==> config.mk <==
export PLATFORM = sky130hd
export DESIGN_NAME = permutation_round_sequencer
export DESIGN_NICKNAME = d
export VERILOG_FILES = /design/src/rtl/perm_seq_pkg.sv /design/src/rtl/round_step_counter.sv /design/src/rtl/permutation_round_sequencer.sv
export SDC_FILE = /design/constraint.sdc
export NUM_CORES = 1
export LEC_CHECK = 0
export ABC_AREA = 0
export BUFFER_PORTS_ARGS = -buffer_cell sky130_fd_sc_hd__buf_2
export CORE_ASPECT_RATIO = 0.75
export CORE_MARGIN = 1.5
export CORE_UTILIZATION = 40
export CTS_BUF_LIST = sky130_fd_sc_hd__clkbuf_8
export CTS_CLUSTER_DIAMETER = 200
export DETAILED_ROUTE_END_ITERATION = 16
export GPL_TIMING_DRIVEN = 0
export PLACE_DENSITY = 0.59
export SYNTH_ARGS = -nofsm -noshare
export SYNTH_HDL_FRONTEND = slang
export SYNTH_SLANG_ARGS = --single-unit
==> constraint.sdc <==
create_clock -name clk -period 4.72 [get_ports clk]
set_input_delay 0.472 -clock clk [delete_from_list [all_inputs] [get_ports clk]]
set_output_delay 0.472 -clock clk [all_outputs]
set_load 0.01 [all_outputs]
==> src/rtl/perm_seq_pkg.sv <==
// Shared definitions for the permutation round sequencer and the permutation datapath:
// sequencer states, round-count mode encodings and the mode-to-round-count lookup.
package perm_seq_pkg;

  typedef enum logic [1:0] {
    IDLE = 2'd0,
    RUN  = 2'd1,
    DONE = 2'd2
  } seq_state_e;

  localparam logic [1:0] MODE_0 = 2'd0;
  localparam logic [1:0] MODE_1 = 2'd1;
  localparam logic [1:0] MODE_2 = 2'd2;
  localparam logic [1:0] MODE_3 = 2'd3;

  function automatic int rounds_for_mode(input logic [1:0] mode,
                                         input int r0, input int r1,
                                         input int r2, input int r3);
    case (mode)
      MODE_0:  return r0;
      MODE_1:  return r1;
      MODE_2:  return r2;
      default: return r3;
    endcase
  endfunction

endpackage

==> src/rtl/round_step_counter.sv <==
// Round position counter: load-zero / hold / add-STEP, with a compare that flags
// the step whose rounds end exactly at the limit.
module round_step_counter #(
  parameter int CTR_WIDTH = 5,
  parameter int STEP      = 1
) (
  input  logic                 clk,
  input  logic                 rst,
  input  logic                 load_zero_i,
  input  logic                 advance_i,
  input  logic [CTR_WIDTH-1:0] limit_i,
  output logic [CTR_WIDTH-1:0] count_o,
  output logic                 terminal_o
);

  localparam logic [CTR_WIDTH:0] STEP_W = (CTR_WIDTH + 1)'(STEP);

  logic [CTR_WIDTH-1:0] cnt_q, cnt_d;

  always_comb begin
    cnt_d = cnt_q;
    if (load_zero_i) begin
      cnt_d = '0;
    end else if (advance_i) begin
      cnt_d = cnt_q + STEP_W[CTR_WIDTH-1:0];
    end
  end

  always_ff @(posedge clk) begin
    if (rst) begin
      cnt_q <= '0;
    end else begin
      cnt_q <= cnt_d;
    end
  end

  // One extra bit so the compare cannot alias on overflow.
  assign terminal_o = (({1'b0, cnt_q} + STEP_W) == {1'b0, limit_i});
  assign count_o    = cnt_q;

endmodule

==> src/rtl/permutation_round_sequencer.sv <==
// Start/done round sequencer for the permutation core: per-run round-count mode,
// stall/abort, unrolled stepping, and round-constant index plus first/last flags.
module permutation_round_sequencer
  import perm_seq_pkg::*;
#(
  parameter int CTR_WIDTH        = 5,
  parameter int ROUNDS_PER_CYCLE = 1,
  parameter int ROUNDS_0         = 12,
  parameter int ROUNDS_1         = 8,
  parameter int ROUNDS_2         = 6,
  parameter int ROUNDS_3         = 12,
  parameter int RC_BASE          = 12,
  parameter int DONE_CNT_WIDTH   = 16
) (
  input  logic                      clk,
  input  logic                      rst,
  input  logic                      start,
  input  logic [1:0]                mode,
  input  logic                      stall,
  input  logic                      abort,
  output logic                      busy,
  output logic [CTR_WIDTH-1:0]      round_idx,
  output logic [CTR_WIDTH-1:0]      rc_index,
  output logic                      first_round,
  output logic                      last_round,
  output logic                      done,
  output logic [DONE_CNT_WIDTH-1:0] done_count
);

  if (ROUNDS_PER_CYCLE < 1) begin : g_bad_unroll
    $fatal(1, "ROUNDS_PER_CYCLE must be at least 1");
  end
  if (RC_BASE >= (1 << CTR_WIDTH)) begin : g_bad_width
    $fatal(1, "CTR_WIDTH too narrow for RC_BASE");
  end
  for (genvar k = 0; k < 4; k++) begin : g_mode_chk
    localparam int R = rounds_for_mode(2'(k), ROUNDS_0, ROUNDS_1, ROUNDS_2, ROUNDS_3);
    if (R < 1 || R > RC_BASE || (R % ROUNDS_PER_CYCLE) != 0) begin : g_bad
      $fatal(1, "illegal round count for a mode");
    end
  end

  localparam logic [CTR_WIDTH-1:0] RC_BASE_W = CTR_WIDTH'(RC_BASE);

  seq_state_e                state_q, state_d;
  logic [CTR_WIDTH-1:0]      nr_q;
  logic [DONE_CNT_WIDTH-1:0] done_cnt_q;
  logic [CTR_WIDTH-1:0]      cnt;
  logic                      terminal;
  logic                      accept;
  logic                      advance;
  logic                      finish;

  assign accept  = start && (state_q == IDLE || state_q == DONE);
  assign advance = (state_q == RUN) && !abort && !stall;
  assign finish  = advance && terminal;

  round_step_counter #(
    .CTR_WIDTH (CTR_WIDTH),
    .STEP      (ROUNDS_PER_CYCLE)
  ) u_ctr (
    .clk         (clk),
    .rst         (rst),
    .load_zero_i (accept),
    .advance_i   (advance),
    .limit_i     (nr_q),
    .count_o     (cnt),
    .terminal_o  (terminal)
  );

  always_ff @(posedge clk) begin
    if (rst) begin
      state_q <= IDLE;
    end else begin
      state_q <= state_d;
    end
  end

  // Abort outranks stall, and stall outranks completion.
  always_comb begin
    state_d = state_q;
    case (state_q)
      IDLE: if (start) state_d = RUN;
      RUN: begin
        if (abort)         state_d = IDLE;
        else if (stall)    state_d = RUN;
        else if (terminal) state_d = DONE;
      end
      DONE:    state_d = start ? RUN : IDLE;
      default: state_d = IDLE;
    endcase
  end

  always_comb begin
    busy        = 1'b0;
    done        = 1'b0;
    round_idx   = '0;
    rc_index    = '0;
    first_round = 1'b0;
    last_round  = 1'b0;
    case (state_q)
      RUN: begin
        busy        = 1'b1;
        round_idx   = cnt;
        rc_index    = RC_BASE_W - nr_q + cnt;
        first_round = (cnt == '0);
        last_round  = terminal;
      end
      DONE:    done = 1'b1;
      default: ;
    endcase
  end

  always_ff @(posedge clk) begin
    if (accept) begin
      nr_q <= CTR_WIDTH'(rounds_for_mode(mode, ROUNDS_0, ROUNDS_1, ROUNDS_2, ROUNDS_3));
    end
  end

  always_ff @(posedge clk) begin
    if (rst) begin
      done_cnt_q <= '0;
    end else if (finish) begin
      done_cnt_q <= done_cnt_q + 1'b1;
    end
  end

  assign done_count = done_cnt_q;

endmodule

==> results.toml <==
[job]
cap_violations = 0

[yosys]
yosysTopAreaCell = "dfxtp_1"
syn_area_um2 = 1580
synthSimpleGateAreaFrac = 0.258
synth-seq-cells = 26
async_reset_ff_frac = 0
ys_top_cells_by_count = "dfxtp_1 (23), inv_1 (18), nor2_1 (16)"
yosys-top-cells-area = "dfxtp_1 (29%), ha_1 (6.3%), edfxtp_1 (5.7%)"
synth-xor-area-share = 0.0711
avgSynthCellArea_um2 = 8.65
synth_compound_area_frac = 0.173
synth_fa_ha_area_frac = 0.0759
muxShareOfSynthArea = 0.00632
synth_edf_count = 3
yosys_warnings = 0
synth_cells = 183
syn_nets = 199
synthFlopType = "dfxtp_1"
synth.most_common_cell = "dfxtp_1"
yosysUniqueCellTypes = 45
ys_seq_area_frac = 0.348
synth.top_cell.area_share = 0.291
synth_top_family_by_area = "simple AND/OR/NAND/NOR gates"

[die]
start_util = 0.424
ios = 37
rows = 19
dieArea_um2 = 4350
coreArea_um2 = 3730
die_h_um = 57.5
die_width_um = 75.6

[layout]
layout.nets = 239
insertedDiodeCount = 0
final_cells = 274
final.fill_count = 362
area_growth_pct = 18.0
seq_area_um2 = 551
multi_input_area_um2 = 926
final_area_um2 = 1870
drive_gt1_frac = 0.230

[critical_path]
cp.required_ns = 4.25
ff2ff_path_depth = 7
critPathKind = "flop to output port"
cpPeakStageDelay_ns = 0.44
critPathArrivalTime_ns = 2.28
slowest_stage = "dfxtp_1"
startpoint = "u_ctr.count_o[1]"
crit_fanout = 6
cp-start-kind = "flop"
cp_cell_sequence = "ha_1 -> or3b_4 -> a211oi_4 -> or2_2 -> and3_1 -> buf_2"
endpoint_kind = "output port"
r2r_start = "u_ctr.count_o[1]"

[placed_design]
port_buffers = 35
dp_cells = 270
place_congestion = 0.796
placed_area_um2 = 1820
post-place-ws_ns = 2.28
hpwl_um = 2690

[route]
wl_met2_um = 1570
post_drt_wl_per_cell_um = 12.4
top_layer = "met4"
drc_errors = 0
vias = 1414
m1WireLength_um = 1680
first_iter_violations = 79
first_pass_iters = 4
finalWirelength_um = 3410
viasPerCell = 5.16
ant_nets = 0
wl_met3_um = 144

[sta]
tns_ns = 0
slew_violations = 0
min_period_ns = 2.75
setup_ws_ns = 1.97
skew_ns = 0.00382
grt_setup_unrepaired = "no"
finalHoldViolCount = 0
slew_headroom = 0.534
setup_viol = 0
tightest_slew_ns = 0.697
fin_crit_sh = 0.583
fmax_ghz = 0.363

[global_route]
grt_max_degree = 15
grt_pass1_wl_um = 5660
grtUsageTotal = 0.170
grt_pass1_vias = 1282
grt-ovfl-total = 0
antenna_found_initial = 0

[cts]
cts_resized = 0
clk_latency_ns = 0.27
clockRootBuffer = "clkbuf_8"
clkSlewWorstSetupHoldPaths_ns = 0.09
cts_tree = "done"
post_cts_buffers = 0
ctsHoldBuffers = 0
cts-buffers-inserted = 3
cts_buffer_depth = 2
h-tree-depth = 1
cts_sinks = 26

[worst_hold_path]
hp-start = "mode[0]"
min_path_cells = 2
hp-class = "input port to flop"

[power]
peakVddDrop_mv = 0.160
leakage_nw = 0.797
swShare = 0.238
seqPwrFrac = 0.580
p_sw_w = 0.0000936
power_density_nw_per_um2 = 211
comb_power_share = 0.099
power.share.clock = 0.321
p_int_w = 0.000300

[run_status]
status = "finished, final reports clean"
## area by class of cell
cell class,count,share of cell area
clock buffers,3,0.0221
flip-flops and latches,26,0.295
well taps,52,0.0348
clock inverters,1,0.00201
repair buffers,35,0.0938
multi-input cells,132,0.496
plain buffers,7,0.0208
inverters,18,0.0362
## layer usage
layer / GRT usage / vias up
li1: - / 715
met1: 0.241 / 671
met2: 0.268 / 26
met3: 0.0371 / 2
met4: 0.0332 / 0
met5: 0 / -
## flip-flops by register name (all words and copies together), names as in the netlist
signal / count
u_ctr.count_o: 5
nr_q: 3
state_q: 2
done_count: 16
## power by group through the flow
stage | registers [W] | clock network, W | logic (W)
4_1_cts | 0.000228 | 0.000132 | 0.0000391
2_1_floorplan | 0.000233 | 0 | 0.0000273
5_1_grt | 0.000229 | 0.000138 | 0.0000435
6_report | 0.000228 | 0.000126 | 0.0000389
3_3_place_gp | 0.000233 | 0 | 0.0000375
3_5_place_dp | 0.000234 | 0 | 0.0000388
## stage by stage
stage,power [W],util,hold WS (ns)
3_3_place_gp,0.000271,0.488,0.470
3_5_place_dp,0.000272,0.488,0.485
4_1_cts,0.000400,0.501,0.459
5_1_grt,0.000410,0.501,0.461
2_1_floorplan,0.000260,-,0.458
6_report,0.000393,0.501,0.466
## final timing paths
kind / end / slack [ns]
setup / recovery: last_round / 1.97
hold / removal: nr_q[2] / 0.47
setup reg to reg: done_count[5] / 2.27
hold reg to reg: u_ctr.count_o[0] / 0.50
## layout by cell type, fill, tap and decap left out, types with 2 or more instances in the layout
cell / Yosys / final
and3_1: 2 / 2
or3_1: 11 / 11
o21ba_1: 2 / 2
a21oi_1: 15 / 15
nor2_1: 16 / 16
o21a_1: 2 / 2
nand3_1: 7 / 7
and4_1: 3 / 3
xnor2_1: 7 / 7
clkbuf_1: 3 / 3
nor3_1: 3 / 3
ha_1: 8 / 8
edfxtp_1: 3 / 3
or2_2: 2 / 2
xor2_1: 4 / 4
o2111ai_2: 3 / 3
nand2_1: 10 / 10
nand2b_1: 6 / 6
dfxtp_1: 23 / 23
clkbuf_8: 0 / 3
nand4_1: 2 / 2
o21ai_0: 10 / 10
buf_2: 1 / 36
inv_1: 18 / 18
## critical path, delay by kind of cell, from the launching register on
kind	cells	cell delay [ns]
AND/OR/NAND/NOR	3	0.80
flip-flops	1	0.44
AO/OA/AOI/OAI	1	0.36
adder cells (fa/ha/maj)	1	0.30
buffers and inverters	1	0.12
## logic make-up (layout without fill, tap and decap cells)
logic type               count (synthesis)  in the layout
XOR/XNOR                                12             12
multiplexers                             1              1
buffers and inverters                   25             64
adder cells (fa/ha/maj)                  9              9
flip-flops                              26             26
AO/OA/AOI/OAI                           39             39
AND/OR/NAND/NOR                         71             71
No activity file was read; power rests on OpenSTA's default activity.
